## config.mk

```make
export PLATFORM = sky130hd
export DESIGN_NAME = otf_digit_sequencer
export DESIGN_NICKNAME = d
export VERILOG_FILES = /design/src/rtl/otf_digit_sequencer.sv
export SDC_FILE = /design/constraint.sdc
export NUM_CORES = 1
export LEC_CHECK = 0
export BUFFER_PORTS_ARGS = -buffer_cell sky130_fd_sc_hd__buf_2
export CAP_MARGIN = 20
export CORE_MARGIN = 2
export CORE_UTILIZATION = 43
export CTS_CLUSTER_SIZE = 12
export DETAILED_ROUTE_END_ITERATION = 10
export HOLD_SLACK_MARGIN = 0.02
export PLACE_DENSITY = 0.7
export SLEW_MARGIN = 25
export SYNTH_ARGS = -nofsm -noshare
export SYNTH_HDL_FRONTEND = slang
export SYNTH_SLANG_ARGS = --single-unit
```

## constraint.sdc

```tcl
create_clock -name clk -period 1.1 [get_ports clk]
set_input_delay 0.055 -clock clk [delete_from_list [all_inputs] [get_ports clk]]
set_output_delay 0.055 -clock clk [all_outputs]
set_load 0.01 [all_outputs]
```

## src/rtl/otf_digit_sequencer.sv

```systemverilog
// rtl/otf_digit_sequencer.sv - sequences a radix-4 on-the-fly converter from an online digit stream
// Optional illegal-digit checking enabled by defining OTF_SEQ_DIGIT_CHECK_EN.
module otf_digit_sequencer #(
  parameter int NO_OF_DIGITS = 8,
  parameter int ONLINE_DELAY = 2
) (
  input  logic                    clk,
  input  logic                    reset,
  input  logic                    start,
  output logic                    busy,
  input  logic                    in_valid,
  output logic                    in_ready,
  input  logic [2:0]              in_digit,
  output logic                    conv_clr,
  output logic                    conv_en,
  output logic [2:0]              conv_digit,
  input  logic [NO_OF_DIGITS-1:0] conv_q,
  output logic                    res_valid,
  input  logic                    res_ready,
  output logic [NO_OF_DIGITS-1:0] res_data,
  output logic                    err_digit
);

  localparam int N_CONV = NO_OF_DIGITS / 2;
  localparam int SKIP_W = (ONLINE_DELAY > 1) ? $clog2(ONLINE_DELAY + 1) : 1;
  localparam int CNT_W  = $clog2(N_CONV + 1);
  localparam logic [SKIP_W-1:0] SKIP_LAST = SKIP_W'((ONLINE_DELAY > 0) ? ONLINE_DELAY - 1 : 0);
  localparam logic [CNT_W-1:0]  CONV_LAST = CNT_W'(N_CONV - 1);

  typedef enum logic [2:0] {
    IDLE    = 3'd0,
    CLEAR   = 3'd1,
    SKIP    = 3'd2,
    CONVERT = 3'd3,
    DRAIN   = 3'd4,
    CAPTURE = 3'd5,
    OUTPUT  = 3'd6
  } state_t;

  state_t              state;
  state_t              state_next;
  logic [SKIP_W-1:0]   skip_cnt;
  logic [CNT_W-1:0]    dig_cnt;
  logic                en_q;
  logic [2:0]          digit_q;
  logic [2:0]          fwd_digit;
  logic                accept;

  assign accept = in_valid & in_ready;

  always_ff @(posedge clk) begin
    if (reset) begin
      state <= IDLE;
    end else begin
      state <= state_next;
    end
  end

  always_comb begin
    state_next = state;
    case (state)
      IDLE: begin
        if (start) state_next = CLEAR;
      end
      CLEAR: begin
        state_next = (ONLINE_DELAY > 0) ? SKIP : CONVERT;
      end
      SKIP: begin
        if (accept && (skip_cnt == SKIP_LAST)) state_next = CONVERT;
      end
      CONVERT: begin
        if (accept && (dig_cnt == CONV_LAST)) state_next = DRAIN;
      end
      DRAIN: begin
        state_next = CAPTURE;
      end
      CAPTURE: begin
        state_next = OUTPUT;
      end
      OUTPUT: begin
        if (res_ready) state_next = start ? CLEAR : IDLE;
      end
      default: begin
        state_next = IDLE;
      end
    endcase
  end

  // res_valid is exactly "in OUTPUT": it rises after CAPTURE and drops on the handshake edge.
  always_comb begin
    busy      = 1'b1;
    in_ready  = 1'b0;
    conv_clr  = 1'b0;
    res_valid = 1'b0;
    case (state)
      IDLE:    busy      = 1'b0;
      CLEAR:   conv_clr  = 1'b1;
      SKIP:    in_ready  = 1'b1;
      CONVERT: in_ready  = 1'b1;
      OUTPUT:  res_valid = 1'b1;
      default: ;
    endcase
  end

`ifdef OTF_SEQ_DIGIT_CHECK_EN
  logic illegal;
  logic err_q;

  assign illegal   = (in_digit == 3'b100);
  assign fwd_digit = illegal ? 3'b000 : in_digit;
  assign err_digit = err_q;

  always_ff @(posedge clk) begin
    if (reset) begin
      err_q <= 1'b0;
    end else if (state == CLEAR) begin
      err_q <= 1'b0;
    end else if ((state == CONVERT) && accept && illegal) begin
      err_q <= 1'b1;
    end
  end
`else
  assign fwd_digit = in_digit;
  assign err_digit = 1'b0;
`endif

  // The converter enable is registered so each accepted digit yields exactly one pulse a cycle later.
  always_ff @(posedge clk) begin
    if (reset) begin
      skip_cnt <= '0;
      dig_cnt  <= '0;
      en_q     <= 1'b0;
      digit_q  <= 3'b000;
      res_data <= '0;
    end else begin
      en_q    <= 1'b0;
      digit_q <= 3'b000;
      case (state)
        CLEAR: begin
          skip_cnt <= '0;
          dig_cnt  <= '0;
        end
        SKIP: begin
          if (accept) skip_cnt <= skip_cnt + SKIP_W'(1);
        end
        CONVERT: begin
          if (accept) begin
            dig_cnt <= dig_cnt + CNT_W'(1);
            en_q    <= 1'b1;
            digit_q <= fwd_digit;
          end
        end
        CAPTURE: begin
          res_data <= conv_q;
        end
        default: ;
      endcase
    end
  end

  assign conv_en    = en_q;
  assign conv_digit = digit_q;

endmodule

```

-- Yosys cells after proc, flatten, opt, wreduce, memory -nomap -nowiden
Cells that the tools add are included.
- register bits: 20
- input bits: 16
- output and inout port bits: 17
- word-level logic and storage cells: 51
- equal/unequal tests: 14
- add/subtract/negate cells: 2
- muxes and demuxes: 15
- bitwise gates (word level): 3
- reduce and logical (&&, ||, !) cells: 11
- operators by type and width (operator ; number):
    case mux 3 bit (7 select lines) ; 1
    2-to-1 mux 3 bit ; 5
    inequality test 2 bit, second input constant ; 6
    equality test 3 x 2 -> 1 bit, second input constant ; 3
    equality test 3 bit, second input constant ; 3
    2-to-1 mux 1 bit ; 6
    case mux 3 bit (2 select lines) ; 1
    case mux 2 bit (2 select lines) ; 1
    AND reduction 2 bit ; 2
    AND reduction 4 bit ; 1
    nonzero test 2 bit ; 2
    OR reduction 2 bit ; 2
    adder 3 x 1 -> 3 bit, second input constant ; 1
    equality test 3 x 1 -> 1 bit, second input constant ; 1
    zero test 3 bit ; 1
    OR reduction 3 bit ; 1
    adder 2 x 1 -> 2 bit, second input constant ; 1
    equality test 2 x 1 -> 1 bit, second input constant ; 1
    logical AND 1 bit ; 2
    2-to-1 mux 2 bit ; 1
    inverter 1 bit ; 2
    bitwise AND 1 bit ; 1

-- Longest topological paths before layout
- word-level depth: 7
- gate-level depth with buffers: 5
- gate-level depth less buffers: 5

-- Worst setup path before layout
No wires, ideal clock.
- path type: register to register
- from: reg dig_cnt[0]
- to: reg state[1]
- arrival time: 1094 ps
- period minus slack after synthesis: 1189 ps
- library setup time: 95 ps
- required time: 1005 ps
- path buffers: 0
- stages on the path, launching flop included: 6
- slack: -89 ps
- path through: dfxtp_1 ha_1 ha_1 nand2_1 o221ai_1 a221oi_1
- longest elaborated chain between the ends: 4
- ends and longest elaborated chain (what ; RTL line ; text):
    from (decl) ; 43 ; logic [CNT_W-1:0] dig_cnt;
    from (signal assigned) ; 148 ; dig_cnt <= dig_cnt + CNT_W'(1);
    equality test 3 x 2 -> 1 bit ; 72 ; if (accept && (dig_cnt == CONV_LAST)) state_next = DRAIN;
    logical AND 1 bit ; 72 ;
    inequality test 2 bit (no line) ; n/a ;
    AND reduction 4 bit (no line) ; n/a ;
    to (signal assigned) ; 55 ; state <= state_next;
    to (decl) ; 40 ; state_t state;
Every way passes these cells.
A chain may end at the register's enable or synchronous reset.

-- Final worst setup path
- from: reg state[1]
- to: reg dig_cnt[0]
- longest elaborated chain between the ends: 6
- elaborated cells on any way between the ends: 10
- classes of those cells: eq/ne (4); mux (2); bitwise (1); reduce/logical (3)
- ends and longest elaborated chain (what ; RTL line ; text):
    equality test 3 x 2 -> 1 bit (on tied branches) ; 95, 138 ;
    OR reduction 2 bit (no line) ; n/a ;
    2-to-1 mux 1 bit ; 95 ; case (state)
    bitwise AND 1 bit ; 49 ; assign accept = in_valid & in_ready;
    inequality test 2 bit (no line) ; n/a ;
    AND reduction 2 bit (no line) ; n/a ;
Parallel ways exist; a longest one is shown, timed or not.

==> impl_metrics.json <==
{
  "critPathMaxStageDelay_ps": 390,
  "hold_end": "state[0]$_SDFFE_PP0P_",
  "drv_slew": 0,
  "crit_chain": "buf_6 > buf_6 > nand4b_1 > or2_0 > a21oi_1",
  "min_path_type": "input port to flip-flop",
  "cts_max_level": 1,
  "routed_via_density": 5.18,
  "gr-total-overflow": 0,
  "netlist_area_um2": 926,
  "skew_ps": 1.33,
  "io_pins": 33,
  "cts_root_buffer": "clkbuf_4",
  "postRouteWirelength_um": 2660,
  "core_region_area_um2": 2000,
  "critPathBufInv": 2,
  "antenna_found_initial": 0,
  "io_buffers": 31,
  "finalCriticalPeriod_ps": 1280,
  "rr_worst_depth": 5,
  "synthToLayoutAreaGrowth_pct": 66.5,
  "cts-buffers-inserted": 3,
  "dpl_cell_area_um2": 1190,
  "worstPathRequired_ps": 1340,
  "drive_gt1_share_pct": 50.9,
  "p_per_area_nw_per_um2": 1110,
  "row_count": 16,
  "path_class": "flip-flop to flip-flop",
  "drc": 0,
  "nNetsFinal": 179,
  "hold_depth": 3,
  "critPathTopFamily": "simple AND/OR/NAND/NOR gates",
  "grt_use_total_pct": 21.2,
  "reg2reg_to": "dig_cnt[0]$_SDFFE_PP0P_",
  "syn_area_per_cell_um2": 8.99,
  "preCtsSetupSlack_ps": -120,
  "drt_iter0_markers": 25,
  "clock-sinks": 20,
  "critPathMaxFanout": 8,
  "synth_fp_nets": 122,
  "clock_latency_ps": 300,
  "r2r-start": "state[1]$_SDFFE_PP0P_",
  "grt_max_degree": 19,
  "avgRoutedWirePerCell_um": 14.3,
  "clk_path_buf_depth": 2,
  "leakagePower_nw": 0.740,
  "finalCritPeriodShare_pct": 117,
  "timing.critical_path.from_type": "flip-flop",
  "die_y_um": 50.4,
  "cts_tree": "done",
  "synth_cells": 103,
  "diodes": 0,
  "irDropWorstVdd_mv": 0.816,
  "finalInstanceArea_um2": 1540,
  "violations": "negative setup slack",
  "rsz0062_at_grt": "yes",
  "num_vias": 963,
  "hold_path.startpoint": "start",
  "die_w_um": 50.4,
  "cp_common_cell": "buf_6",
  "r2r_slack_ps": -180,
  "cap_viol_max_count": 0,
  "start_util_pct": 46.3,
  "power.total_mw": 1.72,
  "drtAntennaViolNets": 0,
  "crit_path_top_delay_cell": "dfxtp_4",
  "cp-end-kind": "flip-flop",
  "yosysWarnings": 0,
  "dp_hpwl_um": 1590,
  "place.gp.congestion": 0.844,
  "clk_pin_slew_worst_paths_ps": 120,
  "grt_first_pass_wirelength_um": 4100,
  "fin_ws_ps": -183,
  "synth-seq-cells": 20,
  "arrival_ps": 1520,
  "hold_viol": 0,
  "die_area_um2": 2540,
  "place_inst": 163,
  "dr.pass1.iters": 4,
  "status": "complete, but fails checks",
  "synth_cell_types": 29,
  "fin_setup_tns_ps": -2220,
  "final_cell_count_no_fill": 186,
  "fmax_ghz": 0.779,
  "grt_pass1_vias": 907,
  "ys_seq_area_share_pct": 43.2,
  "setup_viol_count_final": 24
}
report_power, final:
group	switching, mW	leakage, nW	internal (mW)
sequential	0.0191	0.166	0.738
combinational	0.154	0.547	0.200
clock	0.240	0.0279	0.368
total	0.413	0.740	1.31
metrics by stage:
stage | utilization, % | hold WS, ps
floorplan | - | 177
global placement | 59.3 | 254
detailed placement | 59.3 | 269
CTS | 72.6 | 43.5
global route | 77.0 | 29.9
finish | 77.0 | 50.6
cell families (layout without fill, tap and decap cells):
kind of cell             Yosys count  in the layout  synth area share, %
adder cells (fa/ha/maj)            3              3                 4.05
other                              1              1                0.405
AND/OR/NAND/NOR                   38             38                 21.2
flip-flops                        20             20                 43.2
multiplexers                       9              9                 9.73
buffers and inverters             15             71                 7.97
AO/OA/AOI/OAI                     17             17                 13.4
layout by cell type, fill, tap and decap left out, types with 4 or more instances in the layout:
cell type      count
nor2_1            11
inv_1              6
dfxtp_1           13
buf_4             10
mux2i_1            9
buf_2             30
dfxtp_2            4
and2_1             4
dlygate4sd3_1     11
buf_6              7
synthesized netlist by cell type (all sizes together):
| cell type | number | area, um2 |
|---|---|---|
| a311o | 1 | 10.0 |
| nand3 | 3 | 15.0 |
| nand3b | 1 | 7.51 |
| o21ai | 4 | 20.0 |
| buf | 6 | 40.0 |
| dfxtp | 20 | 400 |
| and3b | 2 | 17.5 |
| a32oi | 2 | 17.5 |
| nor3 | 1 | 5.00 |
| nor2b | 2 | 12.5 |
| o221ai | 1 | 8.76 |
| nand2b | 3 | 18.8 |
| nand2 | 4 | 15.0 |
| or2 | 3 | 18.8 |
| ha | 3 | 37.5 |
| and2 | 4 | 25.0 |
| clkbuf | 2 | 7.51 |
| nor2 | 14 | 52.6 |
| nand4b | 1 | 8.76 |
| mux2i | 9 | 90.1 |
| a221oi | 2 | 23.8 |
| o32ai | 2 | 17.5 |
| a31oi | 1 | 6.26 |
| inv | 7 | 26.3 |
| conb | 1 | 3.75 |
| a21oi | 4 | 20.0 |
state kept, by name, summed over array words and instances (netlist names):
register	cells
dig_cnt	3
conv_en	1
state	3
res_data	8
conv_digit	3
skip_cnt	2
how the worst max path moves through the flow:
| stage | cells after the start | start | slack (ps) | endpoint |
|---|---|---|---|---|
| floorplan | 5 | dig_cnt[0]$_SDFFE_PP0P_ | -4 | state[1]$_SDFFE_PP0P_ |
| global placement | 4 | state[1]$_SDFFE_PP0P_ | -80 | res_data[3]$_SDFFE_PP0P_ |
| detailed placement | 4 | state[1]$_SDFFE_PP0P_ | -120 | conv_digit[2]$_SDFF_PP0_ |
| CTS | 4 | state[1]$_SDFFE_PP0P_ | -130 | busy |
| global route | 5 | state[1]$_SDFFE_PP0P_ | -270 | dig_cnt[2]$_SDFFE_PP0P_ |
| finish | 5 | state[1]$_SDFFE_PP0P_ | -180 | dig_cnt[0]$_SDFFE_PP0P_ |
worst reg2reg max path, stage by stage (launching register included):
cell and delay, ps:
dfxtp_4 390, buf_6 130, buf_6 100, nand4b_1 180, or2_0 280, a21oi_1 130
layout make-up:
class	count	area (um2)
Multi-Input combinational cell	68	563
Fill cell	141	460
Timing Repair Buffer	60	449
Sequential cell	20	417
Tap cell	27	33.8
Clock inverter	1	30.0
Inverter	7	26.3
Clock buffer	3	22.5
layer usage:
layer  up-vias  part of all wire [%]  wire length [um]  global-route usage [%]
met2        31                    54              1430                    39.9
met3         0                   4.1               110                    3.87
met1       469                    42              1120                    23.9
met5         -                     0                 0                       0
met4         0                     0                 0                    6.76
li1        463                     -                 -                       -
timing repair:
action,4_1_cts,5_1_grt
gates resized for setup,19,16
setup buffers,4,4
setup endpoints to repair,23,24
pin swaps,4,11
hold buffers,11,0
hold endpoints to repair,11,0
No activity file was read; power rests on OpenSTA's default activity.
